==> src/rtl/nec_pkg.sv <==
// NEC IR transmitter shared types: FSM states, microsecond timings, helpers.
package nec_pkg;

    typedef enum logic [3:0] {
        IDLE,
        LEAD_MARK,
        LEAD_SPACE,
        BIT_MARK,
        BIT_SPACE,
        STOP_MARK,
        GAP,
        REP_MARK,
        REP_SPACE,
        REP_STOP
    } state_e;

    localparam int unsigned LEAD_MARK_US    = 9000;
    localparam int unsigned LEAD_SPACE_US   = 4500;
    localparam int unsigned BIT_MARK_US     = 562;
    localparam int unsigned BIT0_SPACE_US   = 562;
    localparam int unsigned BIT1_SPACE_US   = 1687;
    localparam int unsigned REP_SPACE_US    = 2250;
    localparam int unsigned STOP_MARK_US    = 562;
    localparam int unsigned FRAME_PERIOD_US = 108000;

    // Integer clock cycles for a duration in microseconds (64-bit intermediate).
    function automatic logic [31:0] us_to_cycles(input int unsigned us, input int unsigned clk_freq);
        logic [63:0] prod;
        prod = 64'(us) * 64'(clk_freq);
        return 32'(prod / 64'd1_000_000);
    endfunction

    // States during which the envelope is high.
    function automatic logic is_mark(input state_e s);
        return (s == LEAD_MARK) || (s == BIT_MARK) || (s == STOP_MARK) ||
               (s == REP_MARK)  || (s == REP_STOP);
    endfunction

endpackage

==> src/rtl/nec_carrier_gen.sv <==
// Carrier phase generator: restarts high on request, toggles every HALF cycles,
// and presents a registered carrier gated by the mark envelope.
module nec_carrier_gen
    import nec_pkg::*;
#(
    parameter int unsigned HALF = 1644
) (
    input  logic clk,
    input  logic rst,
    input  logic restart_i,
    input  logic gate_i,
    output logic phase_o
);

    localparam logic [31:0] HALF_M1 = 32'(HALF - 1);

    logic [31:0] cnt_q, cnt_d;
    logic        ph_q, ph_d;
    logic        out_q;

    // Next carrier phase: forced high on restart, otherwise toggle each half-period.
    always_comb begin
        cnt_d = 32'(cnt_q + 32'd1);
        ph_d  = ph_q;
        if (restart_i) begin
            cnt_d = '0;
            ph_d  = 1'b1;
        end else if (cnt_q == HALF_M1) begin
            cnt_d = '0;
            ph_d  = ~ph_q;
        end
    end

    // Phase counter and gated output register.
    always_ff @(posedge clk or posedge rst) begin
        if (rst) begin
            cnt_q <= '0;
            ph_q  <= 1'b0;
            out_q <= 1'b0;
        end else begin
            cnt_q <= cnt_d;
            ph_q  <= ph_d;
            out_q <= gate_i & ph_d;
        end
    end

    assign phase_o = out_q;

endmodule

==> src/rtl/nec_tx_ext.sv <==
// NEC / extended-NEC IR frame transmitter with repeat codes and optional carrier.
module nec_tx_ext
    import nec_pkg::*;
#(
    parameter int unsigned CLK_FREQ     = 125_000_000,
    parameter int unsigned CARRIER_FREQ = 38_000,
    parameter bit          MODULATE     = 1'b1
) (
    input  logic        clk,
    input  logic        rst,
    input  logic [15:0] addr,
    input  logic [7:0]  cmd,
    input  logic        ext_addr,
    input  logic        send,
    input  logic        hold,
    output logic        busy,
    output logic        done,
    output logic        envelope,
    output logic        ir_out
);

    localparam int unsigned HALF = CLK_FREQ / (2 * CARRIER_FREQ);

    localparam logic [31:0] T_LEAD_MARK  = us_to_cycles(LEAD_MARK_US, CLK_FREQ);
    localparam logic [31:0] T_LEAD_SPACE = us_to_cycles(LEAD_SPACE_US, CLK_FREQ);
    localparam logic [31:0] T_BIT_MARK   = us_to_cycles(BIT_MARK_US, CLK_FREQ);
    localparam logic [31:0] T_BIT0_SPACE = us_to_cycles(BIT0_SPACE_US, CLK_FREQ);
    localparam logic [31:0] T_BIT1_SPACE = us_to_cycles(BIT1_SPACE_US, CLK_FREQ);
    localparam logic [31:0] T_REP_SPACE  = us_to_cycles(REP_SPACE_US, CLK_FREQ);
    localparam logic [31:0] T_STOP_MARK  = us_to_cycles(STOP_MARK_US, CLK_FREQ);
    localparam logic [31:0] T_FRAME      = us_to_cycles(FRAME_PERIOD_US, CLK_FREQ);

    state_e      state_q, state_d;
    logic [31:0] cnt_q, cnt_d;
    logic [31:0] fcnt_q, fcnt_d;
    logic [31:0] sr_q, sr_d;
    logic [4:0]  bit_q, bit_d;
    logic        busy_q, busy_d;
    logic        done_q, done_d;
    logic        env_q, mark_d;
    logic        restart;
    logic        carrier;
    logic [31:0] dur;
    logic        last;
    logic [31:0] frame_word;

    // Frame word, LSB transmitted first.
    assign frame_word = {~cmd, cmd, (ext_addr ? addr[15:8] : ~addr[7:0]), addr[7:0]};

    // Next-state, segment timing and output decode.
    always_comb begin
        state_d = state_q;
        cnt_d   = 32'(cnt_q + 32'd1);
        fcnt_d  = 32'(fcnt_q + 32'd1);
        sr_d    = sr_q;
        bit_d   = bit_q;
        dur     = '0;

        case (state_q)
            LEAD_MARK:  dur = T_LEAD_MARK;
            LEAD_SPACE: dur = T_LEAD_SPACE;
            BIT_MARK:   dur = T_BIT_MARK;
            BIT_SPACE:  dur = sr_q[0] ? T_BIT1_SPACE : T_BIT0_SPACE;
            STOP_MARK:  dur = T_STOP_MARK;
            REP_MARK:   dur = T_LEAD_MARK;
            REP_SPACE:  dur = T_REP_SPACE;
            REP_STOP:   dur = T_STOP_MARK;
            default:    dur = '0;
        endcase
        last = (cnt_q == 32'(dur - 32'd1));

        case (state_q)
            IDLE: begin
                cnt_d  = '0;
                fcnt_d = '0;
                if (send) begin
                    state_d = LEAD_MARK;
                    sr_d    = frame_word;
                    bit_d   = '0;
                end
            end
            LEAD_MARK:  if (last) state_d = LEAD_SPACE;
            LEAD_SPACE: if (last) state_d = BIT_MARK;
            BIT_MARK:   if (last) state_d = BIT_SPACE;
            BIT_SPACE: begin
                if (last) begin
                    sr_d    = {1'b0, sr_q[31:1]};
                    bit_d   = 5'(bit_q + 5'd1);
                    state_d = (bit_q == 5'd31) ? STOP_MARK : BIT_MARK;
                end
            end
            STOP_MARK:  if (last) state_d = GAP;
            GAP: begin
                // Hold is only looked at when the frame period expires.
                if (fcnt_q == 32'(T_FRAME - 32'd1)) state_d = hold ? REP_MARK : IDLE;
            end
            REP_MARK:   if (last) state_d = REP_SPACE;
            REP_SPACE:  if (last) state_d = REP_STOP;
            REP_STOP:   if (last) state_d = GAP;
            default:    state_d = IDLE;
        endcase

        if (state_d != state_q) cnt_d = '0;
        // Frame period is measured from the start of each lead or repeat mark.
        if ((state_d != state_q) && ((state_d == LEAD_MARK) || (state_d == REP_MARK))) fcnt_d = '0;

        mark_d  = is_mark(state_d);
        restart = mark_d && (state_d != state_q);
        busy_d  = (state_d != IDLE);
        done_d  = (state_d == IDLE) && (state_q != IDLE);
    end

    // State, counters and registered outputs.
    always_ff @(posedge clk or posedge rst) begin
        if (rst) begin
            state_q <= IDLE;
            cnt_q   <= '0;
            fcnt_q  <= '0;
            sr_q    <= '0;
            bit_q   <= '0;
            busy_q  <= 1'b0;
            done_q  <= 1'b0;
            env_q   <= 1'b0;
        end else begin
            state_q <= state_d;
            cnt_q   <= cnt_d;
            fcnt_q  <= fcnt_d;
            sr_q    <= sr_d;
            bit_q   <= bit_d;
            busy_q  <= busy_d;
            done_q  <= done_d;
            env_q   <= mark_d;
        end
    end

    nec_carrier_gen #(
        .HALF (HALF)
    ) u_carrier (
        .clk       (clk),
        .rst       (rst),
        .restart_i (restart),
        .gate_i    (mark_d),
        .phase_o   (carrier)
    );

    assign busy     = busy_q;
    assign done     = done_q;
    assign envelope = env_q;
    assign ir_out   = MODULATE ? carrier : env_q;

endmodule

==> config.mk <==
export PLATFORM = sky130hd
export DESIGN_NAME = nec_tx_ext
export DESIGN_NICKNAME = d
export VERILOG_FILES = /design/src/rtl/nec_pkg.sv /design/src/rtl/nec_carrier_gen.sv /design/src/rtl/nec_tx_ext.sv
export SDC_FILE = /design/constraint.sdc
export NUM_CORES = 1
export LEC_CHECK = 0
export ABC_AREA = 1
export CORE_AREA = 5 5 138 140
export DETAILED_ROUTE_END_ITERATION = 7
export DIE_AREA = 0 0 143 145
export PLACE_DENSITY = 0.75
export SYNTH_ARGS = -nofsm -noshare
export SYNTH_HDL_FRONTEND = slang
export SYNTH_SLANG_ARGS = --single-unit
==> constraint.sdc <==
create_clock -name clk -period 6.7 [get_ports clk]
set_input_delay 1.34 -clock clk [delete_from_list [all_inputs] [get_ports clk]]
set_output_delay 1.34 -clock clk [all_outputs]
set_load 0.05 [all_outputs]
==> results.toml <==
[critical_path]
cp.arrival_ns = 4.75
worst-setup-path-type = "reg -> reg"
critPathLaunchType = "register"
cp-startpoint = "state_q[0]"
ff2ff_setup_slack_ns = 2.29
reg2reg_from = "state_q[0]"
critical-path-slowest-cell = "dfrtp_1"
required_ns = 7.04
cp_max_fo = 40
endpoint_kind = "register"
path_cells = "inv_2 -> nand3_1 -> nand2_1 -> inv_1 -> nand3_4 -> inv_2 -> nand2_1 -> nand2_1 -> nand2_1 -> nor2_1 -> nand2_1 -> nor2_4 -> nand3_1 -> nand2_1 -> nand2_1 -> clkinv_1 -> buf_4 -> o21ai_0 -> o21ai_0"
critPathMostFrequentCell = "nand2_1"
cpPeakStageDelay_ns = 0.51

[synthesis]
yosysMostFrequentCell = "nand2_1"
async_reset_ff_share_pct = 100
synth_area_leaders = "dfrtp_1 (40%), nand2_1 (12%), nor2_1 (7.3%)"
synth_area_um2 = 8780
syn_nets = 1255
ys_seq_elements = 142
ys_warn_count = 0
ys_seq_area_share_pct = 40.5
ys.flop_type = "dfrtp_1"
syn_avg_cell_area_um2 = 7.19
synthDominantCellAreaShare_pct = 40.5
synth-edff-count = 0
ys_types = 45
synth_area_leader_cell = "dfrtp_1"
ys_top_cells_by_count = "nand2_1 (282), nor2_1 (170), inv_1 (152)"
syn_inst = 1221

[cells_and_area]
antenna_cells = 0
final-seq-area_um2 = 3550
nNetsFinal = 1278
final-instance-count-excl-fill = 1486
multiInputGateArea_um2 = 4410
area_delta_synth_final_pct = 12.1
fill_cells = 1649
drive_above_1_share_pct = 8.27

[timing]
skew_ns = 0.0123
hold_slack_ns = 0.474
fin_ws_ns = 2.29
min_period_over_period_pct = 65.8
final.setup.tns_ns = 0
slew_headroom_pct = 45.1
rsz0062_at_grt = "false"
drv_slew = 0
setup_violations = 0
hold_viol_final = 0
max_freq_mhz = 227
tightest_slew_ns = 0.824
final.min_clock_period_ns = 4.41

[pwr]
seqPwrFrac_pct = 45.1
peakVddDrop_mv = 0.160
power.density_nw_per_um2 = 193
p_sw_share_pct = 24.0
internal_power_mw = 1.45
combPwrFrac_pct = 2.2
totalPowerFinal_mw = 1.90
leakage_nw = 4.75
p_switching_mw = 0.457
p_clk_share_pct = 52.7

[die]
die_y_um = 145
core_region_area_um2 = 17700
start_util_pct = 49.5
die_w_um = 143
num_rows = 49
num_io_pins = 33
dieArea_um2 = 20700

[global_route]
overflow = 0
grt_pass1_wl_um = 35600
antenna_found_initial = 0
grt_usage_pct = 20.7
grt_max_degree = 95
grt_pass1_vias = 7548

[worst_hold_path]
hold_class = "reg -> reg"
min_from = "u_carrier.cnt_q[0]"

[placement]
io_buffer_count = 32
hpwl_um = 14700
gp_congestion = 0.931
pre_cts_ws_ns = 2.37
placed_cells = 1454

[drt]
wire_per_inst_um = 14.1
vias = 7970
drc = 0
routed_via_density = 5.36
first_pass_iters = 5
antenna_left = 0
totalWireLength_um = 20900
drt_iter0_drc = 510

[job]
cap_violations = 0

[cts]
cts-root-buf = "clkbuf_16"
cts.sink_count = 142
clock_latency_ns = 0.44
cts_tree = "yes"
clkTransAtPathRegs_ns = 0.07
clockBufferDepth = 2
post_cts_buffers = 0
hold_buffers = 0
numCtsBuffers = 17
htreeDepth = 4
cts_resized = 0

[run_status]
status = "complete, no violations"
-- cell type report --
class	count	share of cell area [%]
multi-input combinational	885	44.8
sequential	142	36.1
inverter	160	6.15
clock buffer	17	4.32
timing repair buffer	38	3.71
tap	229	2.91
clock inverter	15	2.00
-- worst max-delay path: cells and delay by family (launching register included) --
family,cells,cell delay [ns]
and+or+nand+nor,12,1.92
DFF,1,0.51
AOI/OAI and AO/OA,2,0.41
buffers and inverters,5,1.45
-- cell families after synthesis --
kind of cell / count (synthesis) / synth area share (%)
buffers and inverters: 194 / 9.28
DFF: 142 / 40.5
xor gates and xnor gates: 43 / 4.29
adders and majority gates: 5 / 0.713
and+or+nand+nor: 708 / 36.6
AOI/OAI and AO/OA: 129 / 8.59
-- per-stage QoR --
stage | util [%] | instance area, um2
floorplan | - | 8780
global placement | 52.0 | 9220
detailed placement | 52.0 | 9220
CTS | 55.6 | 9840
global route | 55.6 | 9840
finish | 55.6 | 9840
-- flip-flops by register name (all words and copies together) (netlist names), 4 cells and up --
signal	cells
u_carrier.cnt_q	32
sr_q	32
fcnt_q	32
state_q	4
cnt_q	32
bit_q	5
-- per-layer routing --
metal | track usage [%] | part of all wire (%) | up-vias
met5 | 0 | 0 | -
met4 | 6.99 | 2.1 | 0
met3 | 3.65 | 4.3 | 41
met2 | 33.9 | 48 | 221
met1 | 27.8 | 45 | 3689
li1 | - | - | 4019
-- power groups by stage --
| stage | sequential, mW | combinational [mW] | clock [mW] |
|---|---|---|---|
| detailed placement | 0.874 | 0.0439 | 0 |
| finish | 0.857 | 0.0423 | 1.00 |
| global placement | 0.874 | 0.0439 | 0 |
| global route | 0.857 | 0.0483 | 1.05 |
| floorplan | 0.874 | 0.0188 | 0 |
| CTS | 0.857 | 0.0443 | 1.02 |
-- path summary, 6_finish.rpt --
| kind | depth (start not counted) | to |
|---|---|---|
| worst max register to register | 19 | sr_q[23] |
| worst max-delay path | 19 | sr_q[23] |
| min in group asynchronous | 2 | envelope |
| worst min register to register | 1 | u_carrier.cnt_q[0] |
| worst min-delay path | 1 | u_carrier.cnt_q[0] |
| max in group asynchronous | 3 | cnt_q[6] |
-- cells in the final DEF, fill, tap and decap left out, types with 5 or more instances in the layout --
cell             count
nand2_1            282
nor2_1             170
inv_1              151
dfrtp_1            142
nand3_1             91
o21ai_0             71
nand4_1             42
nor3_1              39
xor2_1              38
clkdlybuf4s50_1     32
nor4_1              25
nor2_2              24
o211ai_1            19
a21oi_1             17
clkbuf_16           17
or2_2               14
a31oi_1              7
inv_2                6
buf_4                6
nor2_4               5
xnor2_1              5
ha_1                 5
inv_8                5
Power figures use the tool's default switching activity.
